`src/rtl/ghost_dir_gen.sv`:
```
// ghost_dir_gen: LFSR-driven direction picker for one ghost.
// Ports: Clk, Reset(n), frame_tick, sec, restart, map*, ghostX/Y -> randomkeycode, dir_changed.
module ghost_dir_gen #(
  parameter logic [15:0] SEED        = 16'hACE1,
  parameter int          HOLD_FRAMES = 60,
  parameter int          TUN_Y_MIN   = 195,
  parameter int          TUN_Y_MAX   = 223,
  parameter int          TUN_X_LO    = 10,
  parameter int          TUN_X_HI    = 390
) (
  input  logic       Clk,
  input  logic       Reset,
  input  logic       frame_tick,
  input  logic       sec,
  input  logic       restart,
  input  logic [4:0] mapL,
  input  logic [4:0] mapR,
  input  logic [4:0] mapB,
  input  logic [4:0] mapT,
  input  logic [9:0] ghostX,
  input  logic [9:0] ghostY,
  output logic [7:0] randomkeycode,
  output logic       dir_changed
);

  typedef enum logic [1:0] {
    S_HOLD, S_MOVE, S_CHOOSE, S_FALL
  } state_t;

  localparam logic [15:0] SEED_EFF =
    (SEED == 16'd0) ? 16'd1 : SEED;
  localparam logic [15:0] HOLD_INIT = 16'(HOLD_FRAMES);
  localparam logic [9:0]  YMIN = 10'(TUN_Y_MIN);
  localparam logic [9:0]  YMAX = 10'(TUN_Y_MAX);
  localparam logic [9:0]  XLO  = 10'(TUN_X_LO);
  localparam logic [9:0]  XHI  = 10'(TUN_X_HI);

  localparam logic [7:0] C_LEFT  = 8'h1A;
  localparam logic [7:0] C_UP    = 8'h16;
  localparam logic [7:0] C_RIGHT = 8'h04;
  localparam logic [7:0] C_DOWN  = 8'h07;
  localparam logic [7:0] C_NONE  = 8'h00;

  function automatic logic [7:0] code_of(input logic [1:0] i);
    logic [7:0] c;
    case (i)
      2'd0:    c = C_LEFT;
      2'd1:    c = C_UP;
      2'd2:    c = C_RIGHT;
      default: c = C_DOWN;
    endcase
    return c;
  endfunction

  state_t      state, state_nx;
  logic [15:0] lfsr;
  logic [15:0] hold_cnt, hold_nx;
  logic [1:0]  k, k_nx;
  logic [1:0]  start, start_nx;
  logic [7:0]  code_nx;

  logic        cur_vld;
  logic [1:0]  cur_idx;
  logic [1:0]  rev;
  logic [1:0]  cand;
  logic [3:0]  open;
  logic        cand_ok;
  logic        tunnel;
  logic        trig;
  logic        fb;

  assign fb = lfsr[15] ^ lfsr[13] ^ lfsr[12] ^ lfsr[10];

  always_comb begin
    cur_vld = 1'b1;
    cur_idx = 2'd0;
    unique case (1'b1)
      (randomkeycode == C_LEFT):  cur_idx = 2'd0;
      (randomkeycode == C_UP):    cur_idx = 2'd1;
      (randomkeycode == C_RIGHT): cur_idx = 2'd2;
      (randomkeycode == C_DOWN):  cur_idx = 2'd3;
      default:                    cur_vld = 1'b0;
    endcase
  end

  assign open = {mapB == 5'd0, mapR == 5'd0,
                 mapT == 5'd0, mapL == 5'd0};
  assign rev  = cur_idx + 2'd2;
  assign cand = start + k;
  assign cand_ok = open[cand] && !(cur_vld && cand == rev);

  assign tunnel = (ghostY >= YMIN) && (ghostY <= YMAX) &&
                  ((ghostX <= XLO) || (ghostX >= XHI));

  // A sec pulse always forces a fresh pick; a frame tick only
  // re-decides when the current heading is blocked or idle.
  assign trig = (frame_tick || sec) && !tunnel &&
                (!cur_vld || !open[cur_idx] || sec);

  always_ff @(posedge Clk or negedge Reset) begin
    if (!Reset)       state <= S_HOLD;
    else if (restart) state <= S_HOLD;
    else              state <= state_nx;
  end

  always_comb begin
    state_nx = state;
    unique case (state)
      S_HOLD:
        if (frame_tick && hold_cnt <= 16'd1)
          state_nx = S_CHOOSE;
      S_MOVE:
        if (trig) state_nx = S_CHOOSE;
      S_CHOOSE:
        if (cand_ok)        state_nx = S_MOVE;
        else if (k == 2'd3) state_nx = S_FALL;
      S_FALL:
        state_nx = S_MOVE;
      default:
        state_nx = S_HOLD;
    endcase
  end

  always_comb begin
    code_nx  = randomkeycode;
    hold_nx  = hold_cnt;
    k_nx     = k;
    start_nx = start;
    unique case (state)
      S_HOLD:
        if (frame_tick) begin
          if (hold_cnt <= 16'd1) begin
            start_nx = lfsr[1:0];
            k_nx     = 2'd0;
          end else begin
            hold_nx = hold_cnt - 16'd1;
          end
        end
      S_MOVE:
        if (trig) begin
          start_nx = lfsr[1:0];
          k_nx     = 2'd0;
        end
      S_CHOOSE:
        if (cand_ok) code_nx = code_of(cand);
        else         k_nx    = k + 2'd1;
      S_FALL:
        code_nx = (cur_vld && open[rev]) ?
                  code_of(rev) : C_NONE;
      default: ;
    endcase
  end

  always_ff @(posedge Clk or negedge Reset) begin
    if (!Reset) begin
      lfsr          <= SEED_EFF;
      hold_cnt      <= HOLD_INIT;
      k             <= 2'd0;
      start         <= 2'd0;
      randomkeycode <= C_NONE;
      dir_changed   <= 1'b0;
    end else if (restart) begin
      lfsr          <= SEED_EFF;
      hold_cnt      <= HOLD_INIT;
      k             <= 2'd0;
      start         <= 2'd0;
      randomkeycode <= C_NONE;
      dir_changed   <= 1'b0;
    end else begin
      lfsr          <= {lfsr[14:0], fb};
      hold_cnt      <= hold_nx;
      k             <= k_nx;
      start         <= start_nx;
      randomkeycode <= code_nx;
      dir_changed   <= (code_nx != randomkeycode);
    end
  end

endmodule

```
`config.mk`:
```
export PLATFORM = sky130hd
export DESIGN_NAME = ghost_dir_gen
export DESIGN_NICKNAME = d
export VERILOG_FILES = /design/src/rtl/ghost_dir_gen.sv
export SDC_FILE = /design/constraint.sdc
export NUM_CORES = 1
export LEC_CHECK = 0
export ABC_AREA = 1
export ABC_CLOCK_PERIOD_IN_PS = 5500
export BUFFER_PORTS_ARGS = -buffer_cell sky130_fd_sc_hd__buf_2
export CORE_ASPECT_RATIO = 1.5
export CORE_MARGIN = 2
export CORE_UTILIZATION = 55
export DETAILED_ROUTE_END_ITERATION = 10
export PLACE_DENSITY_LB_ADDON = 0.1
export SYNTH_ARGS = -nofsm -noshare
export SYNTH_HDL_FRONTEND = slang
export SYNTH_SLANG_ARGS = --single-unit
```
`constraint.sdc`:
```
create_clock -name Clk -period 5.5 [get_ports Clk]
set_input_delay 1.65 -clock Clk [delete_from_list [all_inputs] [get_ports Clk]]
set_output_delay 1.65 -clock Clk [all_outputs]
set_load 0.03 [all_outputs]
```
### Word-level counts from Yosys, hierarchy flattened

Cells that the tools add are included.

* input bits: 45
* output and inout port bits: 9
* bits in registers: 47

* add/sub/neg operators: 4
* reductions and logical operators: 32
* magnitude comparators: 8
* equality and inequality tests: 21
* multiplexer cells: 37
* bitwise gates (word level): 3

Operators with widths (number)
* 16-bit 2-to-1 mux: 5
* 5-bit case mux with 3 select lines: 2
* 2-bit 2-to-1 mux: 14
* 8-bit 2-to-1 mux: 3
* 5-bit logical NOT: 4
* 8-bit by 3-bit equality test with 1-bit output (second input constant): 2
* 8-bit by 5-bit equality test with 1-bit output (second input constant): 2
* 16-bit by 1-bit less-or-equal comparator with 1-bit output (second input constant): 1
* 8-bit case mux with 2 select lines: 1
* 16-bit by 1-bit subtractor with 16-bit output (second input constant): 1
* 3-bit inequality test (second input constant): 5
* 2-bit case mux with 3 select lines: 2
* 2-bit equality test (second input constant): 5
* 10-bit by 8-bit greater-or-equal comparator with 1-bit output (second input constant): 1
* 10-bit by 9-bit greater-or-equal comparator with 1-bit output (second input constant): 1
* 10-bit by 4-bit less-or-equal comparator with 1-bit output (second input constant): 1
* 10-bit by 8-bit less-or-equal comparator with 1-bit output (second input constant): 1
* 2-bit by 3-bit < comparator with 1-bit output (second input constant): 3
* 1-bit logical AND: 8
* 8-bit inequality test: 1
* 2-bit case mux with 4 select lines: 1
* 1-bit binary-select mux with 2-bit select: 3
* 2-bit by 1-bit equality test with 1-bit output (second input constant): 3
* 2-bit logical NOT: 3
* 18 further kinds: 32

### Depth between registers and ports, before layout

* depth in word-level cells: 11
* gate-level depth with buffers: 19

### Least setup slack after synthesis

OpenSTA, ideal clock, no wires.

* kind: in2reg
* start: in mapB[3]
* end: reg dir_changed
* arrival time: 2769 ps
* library setup time: 132 ps
* setup slack: 2599 ps
* stages: 16
* cells stage by stage: nor2_1 nand3b_1 nand2_1 nand2_1 nand2_1 nand2_1 inv_1 nand2_4 nand2_1 nand3_1 nand2_1 nand2_1 nand2_1 nand2_1 nor2_1 nor2_1

* cells in the longest elaborated chain, start to end: 8
* elaborated cells on any way between the ends: 12
* those cells by class: eq/ne (1); mux (8); reduce/logical (3)

Ends and longest elaborated chain
* start, declared: RTL line 18 `input logic [4:0] mapB,`
* 5-bit logical NOT *: RTL line 86 `assign open = {mapB == 5'd0, mapR == 5'd0,`
* 1-bit binary-select mux with 2-bit select, on equally long branches: RTL line 148, 90
* 1-bit 2-to-1 mux, on equally long branches: RTL line 148, 90
* 1-bit logical AND, on equally long branches: RTL line 148, 90
* 8-bit 2-to-1 mux, on equally long branches: RTL line 148, 145
* 8-bit case mux with 2 select lines *: RTL line 129 `unique case (state)`
* 8-bit inequality test *: RTL line 175 `dir_changed <= (code_nx != randomkeycode);`
* 1-bit 2-to-1 mux *: RTL line 162 `end else if (restart) begin`
* end signal, assigned: RTL line 175
* end, declared: RTL line 23 `output logic dir_changed`

Every way passes the cells marked *; elsewhere a longest branch is shown, timed or not. The select of a mux whose other input is x is not followed.
A chain may end at the register's enable or synchronous reset.

### Worst setup path after layout

* start: in restart
* end: reg hold_cnt[14]

* cells in the longest elaborated chain, start to end: 2
* elaborated cells on any way between the ends: 5
* those cells by class: eq/ne (1); mux (1); reduce/logical (3)

Ends and longest elaborated chain
* start, declared: RTL line 15 `input logic restart,`
* 2-bit inequality test (no line) / 2-bit nonzero test (equally long branches)
* 3-bit AND reduction (no line)
* end signal, assigned: RTL line 171 `hold_cnt <= hold_nx;`
* end, declared: RTL line 57 `logic [15:0] hold_cnt, hold_nx;`

Several ways; a longest one is shown, not always the timed one.

==> results.json <==
{
  "final_antenna_net_count": 0,
  "finClkSkew_ps": 9.45,
  "antenna_found_initial": 0,
  "async_flop_share_pct": 100,
  "synth_top_cells_by_count": "nand2_1 (79), nor2_1 (67), inv_1 (40)",
  "clkTransAtPathRegs_ps": 90,
  "final_nets": 488,
  "postCtsSetupBuffers": 0,
  "synthMuxAreaShare_pct": 0,
  "setup_tns_ps": 0,
  "design.core.area_um2": 5080,
  "synth_compound_area_share_pct": 9.11,
  "worst_slack_ps": 2020,
  "cts-resized-gates": 0,
  "area_growth_pct": 14.7,
  "die_y_um": 92.2,
  "hold_viol": 0,
  "cp_num_buf_inv": 2,
  "outcome": "finished, final reports clean",
  "postCtsHoldBufs": 0,
  "initial_core_util_pct": 56.2,
  "syn_area_um2": 2860,
  "overflow": 0,
  "ys_ff_latch": 47,
  "r2r_start": "k[0]",
  "worstPathCellList": "buf_2 -> clkinv_1 -> nand2_4 -> nand3_4 -> nor2_4 -> nand3_2 -> nor3_1 -> nor2_1",
  "synth_top_family_by_area": "simple AND/OR/NAND/NOR gates",
  "synth_fa_ha_area_share_pct": 1.75,
  "gp_congestion": 0.858,
  "fin_crit_sh_pct": 63.4,
  "hold_start": "lfsr[4]",
  "r2r-end": "dir_changed",
  "min_to": "lfsr[5]",
  "setup-violations-final": 0,
  "grt_max_degree": 48,
  "wl_mm": 5.95,
  "reg2reg_depth": 13,
  "cts_root_buf": "clkbuf_8",
  "holdWs_ps": 438,
  "ff2ff_setup_slack_ps": 3310,
  "startpoint_type": "primary input",
  "power_leakage_uw": 0.00167,
  "drt_iter0_drc": 157,
  "crit_path_top_delay_cell": "clkinv_1",
  "cp_max_fo": 34,
  "pin_count": 54,
  "dieArea_um2": 5800,
  "yosysMostFrequentCell": "nand2_1",
  "drcViolationCount": 0,
  "viasPerCell": 5.24,
  "ys_seq_area_share_pct": 41.7,
  "first_global_vias": 2604,
  "multi_input_area_um2": 1470,
  "worstHoldPathType": "reg2reg",
  "relSlewSlack_pct": 31.6,
  "maxCapViolCount": 0,
  "cp.arrival_ps": 3680,
  "synthXorXnorAreaFrac_pct": 0.613,
  "synth_fp_nets": 434,
  "crit_type": "in2reg",
  "drive_gt1_share_pct": 25.5,
  "grt_use_total_pct": 22.9,
  "worstPathRequired_ps": 5700,
  "tightest_slew_ps": 1030,
  "synth-simple-area-share_pct": 39.9,
  "finalMaxSlewViolations": 0,
  "clock_latency_ps": 310,
  "rsz0062_at_grt": "false",
  "max_freq_mhz": 287,
  "clkPwrFrac_pct": 26.2,
  "postSynthCellCount": 385,
  "die_w_um": 62.8,
  "whs_path_depth": 1,
  "synth_flop_cell": "dfrtp_1",
  "cp-end-kind": "flip-flop",
  "synth_top_area_cell": "dfrtp_1",
  "synth_area_leaders": "dfrtp_1 (31%), dfstp_2 (11%), nand2_1 (10%), nor2_1 (8.8%), nand3_1 (5.6%)",
  "rows": 32,
  "yosys_warnings": 0,
  "clockBufferDepth": 2,
  "post_drt_wl_per_cell_um": 11.7,
  "antennaDiodeCount": 0,
  "seqPwrFrac_pct": 47.1,
  "place_ws_ps": 1670,
  "first_pass_iters": 4,
  "slowest_delay_ps": 620,
  "io_buffers": 53,
  "power_density_nw_per_um2": 257,
  "path_delay_family": "buffers and inverters",
  "dp_hpwl_mm": 4.56,
  "cts_max_level": 2,
  "layout_min_cycle_time_ps": 3480,
  "num_vias": 2660,
  "p_sw_uw": 286,
  "post-route-util_pct": 64.4,
  "vdd_drop_max_uv": 149,
  "postPlaceCellArea_um2": 3180,
  "synth-edff-count": 0,
  "cts_num_sinks": 47,
  "seq_area_um2": 1190,
  "cts_tree": "done",
  "intPower_uw": 557,
  "power_frac_comb_pct": 26.7,
  "fin_area_um2": 3270,
  "ys_types": 41,
  "swShare_pct": 33.9,
  "synth_top_area_share_pct": 30.7,
  "syn-mean-instance-area_um2": 7.42,
  "fillerInstances": 482,
  "numCtsBuffers": 5,
  "grt_pass1_wl_mm": 10.7
}
[cell type report]
class / count / share of cell area (%)
inverter: 45 / 5.16
timing repair buffer: 53 / 8.10
tap: 68 / 2.60
sequential: 47 / 36.4
multi-input combinational: 287 / 44.8
clock inverter: 2 / 0.420
clock buffer: 6 / 2.52
[state kept, by name (all words and copies together) (netlist names)]
name / count
dir_changed: 1
k: 2
hold_cnt: 16
state: 2
randomkeycode: 8
lfsr: 16
start: 2
[layer usage]
metal	vias to the layer above	routed length, µm	global-route usage, %
li1	1364	-	-
met1	1217	2420	24.5
met2	62	3050	42.3
met3	17	275	3.93
met4	0	201	12.4
met5	-	0	0
[worst max path at each step]
stage | startpoint | cells after the start | end
2_1_floorplan | mapB[3] | 16 | dir_changed
3_3_place_gp | restart | 9 | hold_cnt[14]
3_5_place_dp | restart | 8 | hold_cnt[14]
4_1_cts | restart | 9 | hold_cnt[14]
5_1_grt | restart | 10 | hold_cnt[13]
6_report | restart | 8 | hold_cnt[14]
[layout by cell type (no fill, tap or decap), types with 5 or more instances in the layout]
master,instances
nand3_1,32
buf_2,53
or2_2,7
dfrtp_1,35
clkbuf_8,6
inv_1,40
nor3_1,10
nand2_2,7
nand2_1,79
o21ai_1,5
nand4_1,10
o21ai_0,14
dfstp_2,12
a21oi_1,15
nor2_1,67
nand2_4,5
[stage by stage]
step | power, µW | std cells
6_report | 843 | 508
5_1_grt | 899 | 508
4_1_cts | 855 | 508
3_5_place_dp | 629 | 500
3_3_place_gp | 625 | 500
2_1_floorplan | 568 | 385
[kinds of logic (layout without fill, tap and decap cells)]
family / after synthesis / count (layout)
and+or+nand+nor: 236 / 236
buffers and inverters: 51 / 106
DFF: 47 / 47
AOI/OAI and AO/OA: 45 / 45
adders and majority gates: 4 / 4
xor gates and xnor gates: 2 / 2
[worst register-to-register path: stages, from the launching register on]
cell and delay [ps]:
dfrtp_1 430, ha_1 410, inv_1 130, nand4_1 100, nand3_1 90, nand2_1 50, inv_1 170, nand4_1 170
nand3_1 160, nand2_1 60, nand2_1 70, nand3_1 80, nor2_1 110, nor2_1 40
[power by group through the flow]
stage / clock (µW) / sequential (µW) / combinational [µW]
2_1_floorplan: 0 / 409 / 158
3_3_place_gp: 0 / 402 / 222
5_1_grt: 243 / 401 / 255
3_5_place_dp: 0 / 403 / 226
4_1_cts: 231 / 397 / 227
6_report: 221 / 397 / 225
Note: power is estimated with default switching activity, not from simulation.
